**src/rtl/gpio_pattern_seq.sv**
```systemverilog
// gpio_pattern_seq: RAM-backed pattern player for the GPIO header.
// Patterns are written into a small inferred RAM and replayed onto gpio_out,
// one entry every P = max(step_div, 2) cycles, either once or looped.
module gpio_pattern_seq #(
  parameter int DATA_W = 36,
  parameter int ADDR_W = 4,
  parameter int DIV_W  = 16
) (
  input  logic              clk,
  input  logic              rst_n,
  input  logic              wr_en,
  input  logic [ADDR_W-1:0] wr_addr,
  input  logic [DATA_W-1:0] wr_data,
  input  logic              start,
  input  logic              stop,
  input  logic [ADDR_W:0]   len,
  input  logic [DIV_W-1:0]  step_div,
  input  logic              loop_en,
  output logic [DATA_W-1:0] gpio_out,
  output logic              busy,
  output logic              done,
  output logic [ADDR_W-1:0] cur_idx
);

  localparam int DEPTH = 1 << ADDR_W;

  typedef enum logic [2:0] {
    S_IDLE,
    S_FETCH,
    S_LOAD,
    S_HOLD,
    S_DONE
  } state_e;

  state_e             state_q, state_d;
  logic [ADDR_W-1:0]  rd_addr_q, rd_addr_d;
  logic [ADDR_W-1:0]  cur_idx_q, cur_idx_d;
  logic [DIV_W-1:0]   cnt_q, cnt_d;
  logic [DIV_W-1:0]   per_q, per_d;
  logic [ADDR_W:0]    len_q, len_d;
  logic               loop_q, loop_d;
  logic [DATA_W-1:0]  gpio_q, gpio_d;
  logic               busy_q, busy_d;
  logic               done_q, done_d;

  logic [DATA_W-1:0]  mem [DEPTH];
  logic [DATA_W-1:0]  rdata_q;

  logic [ADDR_W:0]    len_m1;
  logic [ADDR_W-1:0]  nxt_rd;
  logic               is_last;
  logic               len_ok;
  logic [DIV_W-1:0]   step_eff;
  logic               rd_en;

  // Read is only strobed right after rd_addr moves, so a later write to an
  // already-prefetched entry cannot disturb the copy used this pass.
  always_comb begin
    len_m1   = len_q - (ADDR_W+1)'(1);
    nxt_rd   = ({1'b0, rd_addr_q} == len_m1) ? '0 : rd_addr_q + ADDR_W'(1);
    is_last  = ({1'b0, cur_idx_q} == len_m1);
    len_ok   = (len != '0) && (len <= (ADDR_W+1)'(DEPTH));
    step_eff = (step_div < DIV_W'(2)) ? DIV_W'(2) : step_div;
    rd_en    = (state_q == S_FETCH) || ((state_q == S_HOLD) && (cnt_q == '0));
  end

  // RAM: synchronous write, registered read; same-address collision yields old data.
  always_ff @(posedge clk) begin
    if (wr_en) mem[wr_addr] <= wr_data;
    if (rd_en) rdata_q <= mem[rd_addr_q];
  end

  // Next-state and output computation for the playback FSM.
  always_comb begin
    state_d   = state_q;
    rd_addr_d = rd_addr_q;
    cur_idx_d = cur_idx_q;
    cnt_d     = cnt_q;
    per_d     = per_q;
    len_d     = len_q;
    loop_d    = loop_q;
    gpio_d    = gpio_q;
    unique case (state_q)
      S_IDLE: begin
        if (start && !stop && len_ok) begin
          len_d     = len;
          per_d     = step_eff;
          loop_d    = loop_en;
          rd_addr_d = '0;
          cnt_d     = '0;
          state_d   = S_FETCH;
        end
      end
      S_FETCH: state_d = stop ? S_IDLE : S_LOAD;
      S_LOAD: begin
        if (stop) begin
          state_d = S_IDLE;
        end else begin
          gpio_d    = rdata_q;
          cur_idx_d = rd_addr_q;
          cnt_d     = '0;
          rd_addr_d = nxt_rd;
          state_d   = S_HOLD;
        end
      end
      S_HOLD: begin
        cnt_d = cnt_q + DIV_W'(1);
        if (stop) begin
          state_d = S_IDLE;
        end else if (is_last && !loop_q && (cnt_q == per_q - DIV_W'(2))) begin
          // Last entry of a one-shot run: the DONE cycle is its final cycle.
          state_d = S_DONE;
        end else if (cnt_q == per_q - DIV_W'(1)) begin
          gpio_d    = rdata_q;
          cur_idx_d = rd_addr_q;
          cnt_d     = '0;
          rd_addr_d = nxt_rd;
        end
      end
      S_DONE: state_d = S_IDLE;
      default: state_d = S_IDLE;
    endcase
    busy_d = (state_d != S_IDLE);
    done_d = (state_d == S_DONE);
  end

  // State and registered outputs.
  always_ff @(posedge clk or negedge rst_n) begin
    if (!rst_n) begin
      state_q   <= S_IDLE;
      rd_addr_q <= '0;
      cur_idx_q <= '0;
      cnt_q     <= '0;
      per_q     <= '0;
      len_q     <= '0;
      loop_q    <= 1'b0;
      gpio_q    <= '0;
      busy_q    <= 1'b0;
      done_q    <= 1'b0;
    end else begin
      state_q   <= state_d;
      rd_addr_q <= rd_addr_d;
      cur_idx_q <= cur_idx_d;
      cnt_q     <= cnt_d;
      per_q     <= per_d;
      len_q     <= len_d;
      loop_q    <= loop_d;
      gpio_q    <= gpio_d;
      busy_q    <= busy_d;
      done_q    <= done_d;
    end
  end

  assign gpio_out = gpio_q;
  assign busy     = busy_q;
  assign done     = done_q;
  assign cur_idx  = cur_idx_q;

endmodule
```
**config.mk**
```make
export PLATFORM = sky130hd
export DESIGN_NAME = gpio_pattern_seq
export DESIGN_NICKNAME = d
export VERILOG_FILES = /design/src/rtl/gpio_pattern_seq.sv
export SDC_FILE = /design/constraint.sdc
export NUM_CORES = 1
export LEC_CHECK = 0
export CAP_MARGIN = 20
export CORE_UTILIZATION = 30
export DETAILED_ROUTE_END_ITERATION = 10
export PLACE_DENSITY = 0.51
export SLEW_MARGIN = 10
export SYNTH_ARGS = -nofsm -noshare
export SYNTH_HDL_FRONTEND = slang
export SYNTH_SLANG_ARGS = --single-unit
```
**constraint.sdc**
```tcl
create_clock -name clk -period 3.3 [get_ports clk]
set_clock_uncertainty 0.05 [all_clocks]
set_input_delay 0.66 -clock clk [delete_from_list [all_inputs] [get_ports clk]]
set_output_delay 0.66 -clock clk [all_outputs]
set_load 0.05 [all_outputs]
```
==> results.sh, run 1 <==
export IMPL_status="finished clean"
export IMPL_worstMarginPinSlew_ns=0.789
export IMPL_mostFrequentLayoutCells="edfxtp_1 (612), mux2i_1 (147), clkdlybuf4s50_1 (107)"
export IMPL_max_freq_mhz=316
export IMPL_coreArea_sq_um=92200
export IMPL_synth_edf_count=612
export IMPL_cts_root_buffer="clkbuf_16"
export IMPL_r2r_slack_ns=0.13
export IMPL_dp_cells=2928
export IMPL_wire_per_inst_um=23.2
export IMPL_firstDrtPassIters=7
export IMPL_grt_use_total_pct=15.1
export IMPL_min_path_type="input port to async pin"
export IMPL_post_route_cells_drive_above_1_share_pct=20.0
export IMPL_ios=109
export IMPL_post_cts_buffers=0
export IMPL_synth_largest_area_cell="edfxtp_1"
export IMPL_synth_seq_cells=699
export IMPL_clk_latency_ns=0.62
export IMPL_fin_area_sq_um=34000
export IMPL_antenna_found_initial=6
export IMPL_reg2reg_to="gpio_out[26]"
export IMPL_rsz0062_at_grt="true"
export IMPL_die_w_um=308
export IMPL_netlist_area_sq_um=28100
export IMPL_fin_tns_setup_ns=0
export IMPL_grt_pass1_vias=16000
export IMPL_avgSynthCellArea_sq_um=17.6
export IMPL_crit_path_max_fanout=23
export IMPL_reg2reg_depth=10
export IMPL_slew_viol_final=0
export IMPL_routed_via_density=5.01
export IMPL_grt_max_degree=46
export IMPL_synth_main_ff_cell="edfxtp_1"
export IMPL_final_common_cell="edfxtp_1"
export IMPL_routed_wl_um=71400
export IMPL_r2r_start="per_q[1]"
export IMPL_fp_row_count=111
export IMPL_syn2layout_area_growth_pct=21.1
export IMPL_die_h_um=308
export IMPL_yosysTopAreaCellShare_pct=65.4
export IMPL_final_min_period_over_clock_period_pct=96.0
export IMPL_cp_data_required_time_ns=3.73
export IMPL_ys_seq_area_share_pct=73.2
export IMPL_start_kind="flip-flop"
export IMPL_synthArstFlopShare_pct=12.4
export IMPL_end_kind="flip-flop"
export IMPL_cap_viol_max_count=0
export IMPL_placedInstanceArea_sq_um=31400
export IMPL_peakVddDrop_mv=0.328
export IMPL_gp_congestion=0.846
export IMPL_drc=0
export IMPL_synthDistinctLibCells=67
export IMPL_fin_cells=3077
export IMPL_totalPowerFinal_uw=23100
export IMPL_power_static_leakage_uw=0.0109
export IMPL_cts_buffers=79
export IMPL_initial_utilization_pct=30.5
export IMPL_relSlewSlack_pct=47.4
export IMPL_cts_path_max_buffers=3
export IMPL_fin_crit_ns=3.17
export IMPL_drt_iter0_drc=1187
export IMPL_clk_pin_slew_ns=0.06
export IMPL_dieArea_sq_um=94800
export IMPL_worstPathArrival_ns=3.60
export IMPL_cts_sinks=699
export IMPL_port_buffers=108
export IMPL_num_vias=15400
export IMPL_hold_viol_final=0
export IMPL_grt_pass1_wl_um=106000
export IMPL_setup_viol=0
export IMPL_htree_levels=3
export IMPL_ys_top_cells_by_area="edfxtp_1 (65%), dfrtp_1 (7.8%), mux4_2 (5.8%)"
export IMPL_gr_total_overflow=0
export IMPL_power_density_nw_per_um2=680
export IMPL_layout_nets=1839
export IMPL_synth_warnings=0
export IMPL_holdWs_ns=0.0485
export IMPL_hpwl_um=38700
export IMPL_syn_num_nets=1666
export IMPL_cts_tree="yes"
export IMPL_syn_inst=1593
export IMPL_critPathKind="flip-flop to flip-flop"
export IMPL_drtAntennaViolNets=0
==> cells in the mapped netlist, drive strengths merged (18+ instances only) <==
| master | instances |
|---|---|
| edfxtp | 612 |
| mux2i | 147 |
| dfrtp | 87 |
| a221oi | 74 |
| nand2 | 74 |
| mux4 | 72 |
| clkbuf | 67 |
| mux2 | 60 |
| o21ai | 50 |
| nor2 | 46 |
| a22oi | 35 |
| buf | 26 |
| a31oi | 23 |
| xor2 | 23 |
| inv | 18 |
| nand3 | 18 |
| xnor2 | 18 |
==> layout make-up <==
cell class              count  area (sq um)
fillers                  8673         58200
flip-flops and latches    699         20600
multi-input cells         783          7250
clock buffers             107          2130
repair buffers            185          2010
well taps                1243          1560
clock inverters            39           414
inverters                  18          67.6
diodes                      3          7.51
==> what timing repair did <==
action                                  CTS  global route
gates resized for setup                   0             9
endpoints found under the setup margin    0            47
hold buffers                              0             0
==> critical path, stage by stage (launching register included) <==
cell and delay (ns):
dfrtp_1 0.38, inv_1 0.08, ha_2 0.23, nor3b_4 0.31
and4_4 0.28, xor2_1 0.06, or3_1 0.38, or4_4 0.51
a21o_2 0.27, buf_12 0.18, mux2_2 0.28
==> flip-flops by register name (all words and copies together) (netlist names) <==
| name | flops |
|---|---|
| mem | 576 |
| gpio_out | 36 |
| rdata_q | 36 |
| cnt_q | 16 |
| per_q | 16 |
| len_q | 5 |
| cur_idx | 4 |
| rd_addr_q | 4 |
| state_q | 3 |
| busy | 1 |
| done | 1 |
| loop_q | 1 |
==> layer usage <==
metal	global-route usage [%]	part of all wire [%]
met5	0	0.064
met4	4.28	2.5
met3	3.17	5.7
met2	23.2	45
met1	21.5	47
==> power breakdown <==
group / internal (uW) / switching [uW] / total (uW) / leakage (uW)
Combinational: 1670 / 2290 / 3970 / 0.00304
Sequential: 10200 / 421 / 10600 / 0.00663
Clock: 4980 / 3590 / 8580 / 0.00124
Total: 16800 / 6310 / 23100 / 0.0109
==> metrics by stage <==
step	util, %	setup slack, ns
after floorplan	-	0.0145
after global placement	34.0	0.107
after detailed placement	34.0	0.0661
after CTS	36.8	0.0484
after global routing	36.9	-0.0231
final	36.9	0.130
==> logic make-up (layout without fill, tap and decap cells) <==
logic type                 after synthesis  count (layout)  synth area share (%)
DFF                                    699             699                  73.2
muxes                                  279             279                  13.4
AOI/OAI and AO/OA                      231             231                  5.93
and+or+nand+nor                        226             226                  4.18
buffers and inverters                  111             349                  1.73
xor gates and xnor gates                41              41                  1.28
adders and majority gates                6               6                 0.267
other                                    0               3                     0
==> worst max-delay path by stage <==
stage / slack [ns] / start / endpoint
after floorplan: 0.01 / cnt_q[0] / rdata_q[0]
after global placement: 0.11 / per_q[1] / gpio_out[17]
after detailed placement: 0.07 / per_q[1] / gpio_out[17]
after CTS: 0.05 / per_q[1] / gpio_out[29]
after global routing: -0.02 / per_q[1] / state_q[1]
final: 0.13 / per_q[1] / gpio_out[26]
Note: power is estimated with default switching activity, not from simulation.
==> run 2, diff against run 1 <==
--- a/config.mk
+++ b/config.mk
@@ -7,6 +7,7 @@
 export LEC_CHECK = 0
 export CAP_MARGIN = 20
 export CORE_UTILIZATION = 30
+export CTS_CLUSTER_SIZE = 20
 export DETAILED_ROUTE_END_ITERATION = 10
 export PLACE_DENSITY = 0.51
 export SLEW_MARGIN = 10
==> results of run 2 <==
Same layout as run 1: the final DEF is identical, and so are final timing and power.
==> run 3, diff against run 2 <==
--- a/config.mk
+++ b/config.mk
@@ -9,7 +9,6 @@
 export CORE_UTILIZATION = 30
 export CTS_CLUSTER_SIZE = 20
 export DETAILED_ROUTE_END_ITERATION = 10
-export PLACE_DENSITY = 0.51
 export SLEW_MARGIN = 10
 export SYNTH_ARGS = -nofsm -noshare
 export SYNTH_HDL_FRONTEND = slang
==> run 3 against run 2 <==
  * Die area unchanged
  * Combinational power about the same
  * Final area about the same
  * Count of clock-buffer cells in the layout decreased by 20
  * Utilization about the same
  * First-iteration DRC count increased by 0.93%
  * Setup slack got worse by 0.038 ns
  * Sequential power about the same
  * Via count decreased by 1.5%
  * Sequential cell count unchanged
==> results.sh, run 3 (synthesis results as in run 1) <==
export IMPL_status="finished clean"
export IMPL_min_path_type="input port to async pin"
export IMPL_slew_viol_final=0
export IMPL_clk_latency_ns=0.62
export IMPL_firstDrtPassIters=6
export IMPL_largest_reg_flops=576
export IMPL_relSlewSlack_pct=47.1
export IMPL_syn2layout_area_growth_pct=21.1
export IMPL_antenna_found_initial=5
export IMPL_dieArea_sq_um=94800
export IMPL_routed_wl_um=68500
export IMPL_drt_iter0_drc=1198
export IMPL_cts_path_max_buffers=3
export IMPL_final_min_period_over_clock_period_pct=97.2
export IMPL_cts_tree="yes"
export IMPL_gp_congestion=0.876
export IMPL_peakVddDrop_mv=0.531
export IMPL_layout_nets=1830
export IMPL_fin_crit_ns=3.21
export IMPL_worstMarginPinSlew_ns=0.793
export IMPL_routed_via_density=4.95
export IMPL_num_vias=15200
export IMPL_hold_viol_final=0
export IMPL_mostFrequentLayoutCells="edfxtp_1 (612), mux2i_1 (147), clkdlybuf4s50_1 (107)"
export IMPL_totalPowerFinal_uw=23300
export IMPL_power_density_nw_per_um2=686
export IMPL_drtAntennaViolNets=0
export IMPL_grt_pass1_wl_um=102000
export IMPL_cts_buffers=73
export IMPL_post_route_cells_drive_above_1_share_pct=19.8
export IMPL_fp_row_count=111
export IMPL_die_w_um=308
export IMPL_cts_sinks=699
export IMPL_cap_viol_max_count=0
export IMPL_cts_root_buffer="clkbuf_16"
export IMPL_initial_utilization_pct=30.5
export IMPL_start_kind="flip-flop"
export IMPL_coreArea_sq_um=92200
export IMPL_max_freq_mhz=312
export IMPL_gr_total_overflow=0
export IMPL_crit_path_max_fanout=40
export IMPL_post_cts_resized=0
export IMPL_grt_max_degree=51
export IMPL_post_place_ws_ns=0.101
export IMPL_ctsHoldBuffers=0
export IMPL_htree_levels=3
export IMPL_wire_per_inst_um=22.4
export IMPL_ios=109
export IMPL_drc=0
export IMPL_top_register="mem"
export IMPL_die_h_um=308
export IMPL_post_cts_buffers=0
export IMPL_final_setup_worst_slack_ns=0.0925
export IMPL_grt_use_total_pct=14.6
export IMPL_critPathKind="flip-flop to flip-flop"
export IMPL_hpwl_um=39300
export IMPL_end_kind="flip-flop"
export IMPL_setup_viol=0
export IMPL_grt_pass1_vias=15700
export IMPL_power_static_leakage_uw=0.0109
export IMPL_fin_tns_setup_ns=0
export IMPL_port_buffers=108
export IMPL_worstPathArrival_ns=3.65
export IMPL_clk_pin_slew_ns=0.06
export IMPL_cp_data_required_time_ns=3.74
export IMPL_final_common_cell="edfxtp_1"
export IMPL_fillers=8515
## run 3: path summary, 6_finish.rpt
kind                            start           end  slack, ns  cells after the start
setup / recovery             per_q[1]  gpio_out[20]       0.09                     10
hold / removal                  rst_n      len_q[2]       0.03                      1
setup reg to reg             per_q[1]  gpio_out[20]       0.09                     10
hold reg to reg            rdata_q[1]   gpio_out[1]       0.42                      1
max in group asynchronous       rst_n     cnt_q[10]       2.27                      2
min in group clk           rdata_q[1]   gpio_out[1]       0.42                      1
## run 3: metal layers
metal  up-vias  track usage, %  share of wire [%]
met5         -               0              0.055
met4         6            3.53                1.7
li1       6768               -                  -
met1      7917            19.6                 44
met2       389            24.3                 49
met3        91            2.82                5.1
## run 3: final cells by class
type,instances,area [sq um],share of cell area [%]
Tap cell,1243,1560,4.57
Timing Repair Buffer,182,1970,5.79
Antenna cell,2,5.00,0.0147
Multi-Input combinational cell,783,7230,21.3
Clock buffer,87,1920,5.65
Sequential cell,699,20600,60.5
Clock inverter,49,686,2.02
Inverter,18,67.6,0.199
## run 3: where the power goes
| part | switching, uW | internal [uW] | leakage, uW |
|---|---|---|---|
| Clock | 3480 | 5310 | 0.00126 |
| Sequential | 398 | 10200 | 0.00663 |
| Combinational | 2300 | 1670 | 0.00302 |
| Total | 6180 | 17100 | 0.0109 |
## run 3: through the flow
step	hold slack [ns]	cells	cell area [sq um]	utilization [%]
global route	0.0480	3062	34000	36.9
CTS	0.0291	3061	34000	36.8
global placement	0.411	2924	31400	34.0
detailed placement	0.414	2925	31400	34.0
finish	0.0332	3063	34000	36.9
floorplan	0.314	1593	28100	-
## run 3: worst max-delay path, stage by stage, from the launching register on
cell and delay [ns]:
dfrtp_1 0.38, inv_1 0.08, ha_1 0.21, nor3b_4 0.33, and4_1 0.29, xor2_1 0.08, or3_1 0.36, or4_4 0.49
a21o_2 0.25, buf_12 0.19, mux2_2 0.31
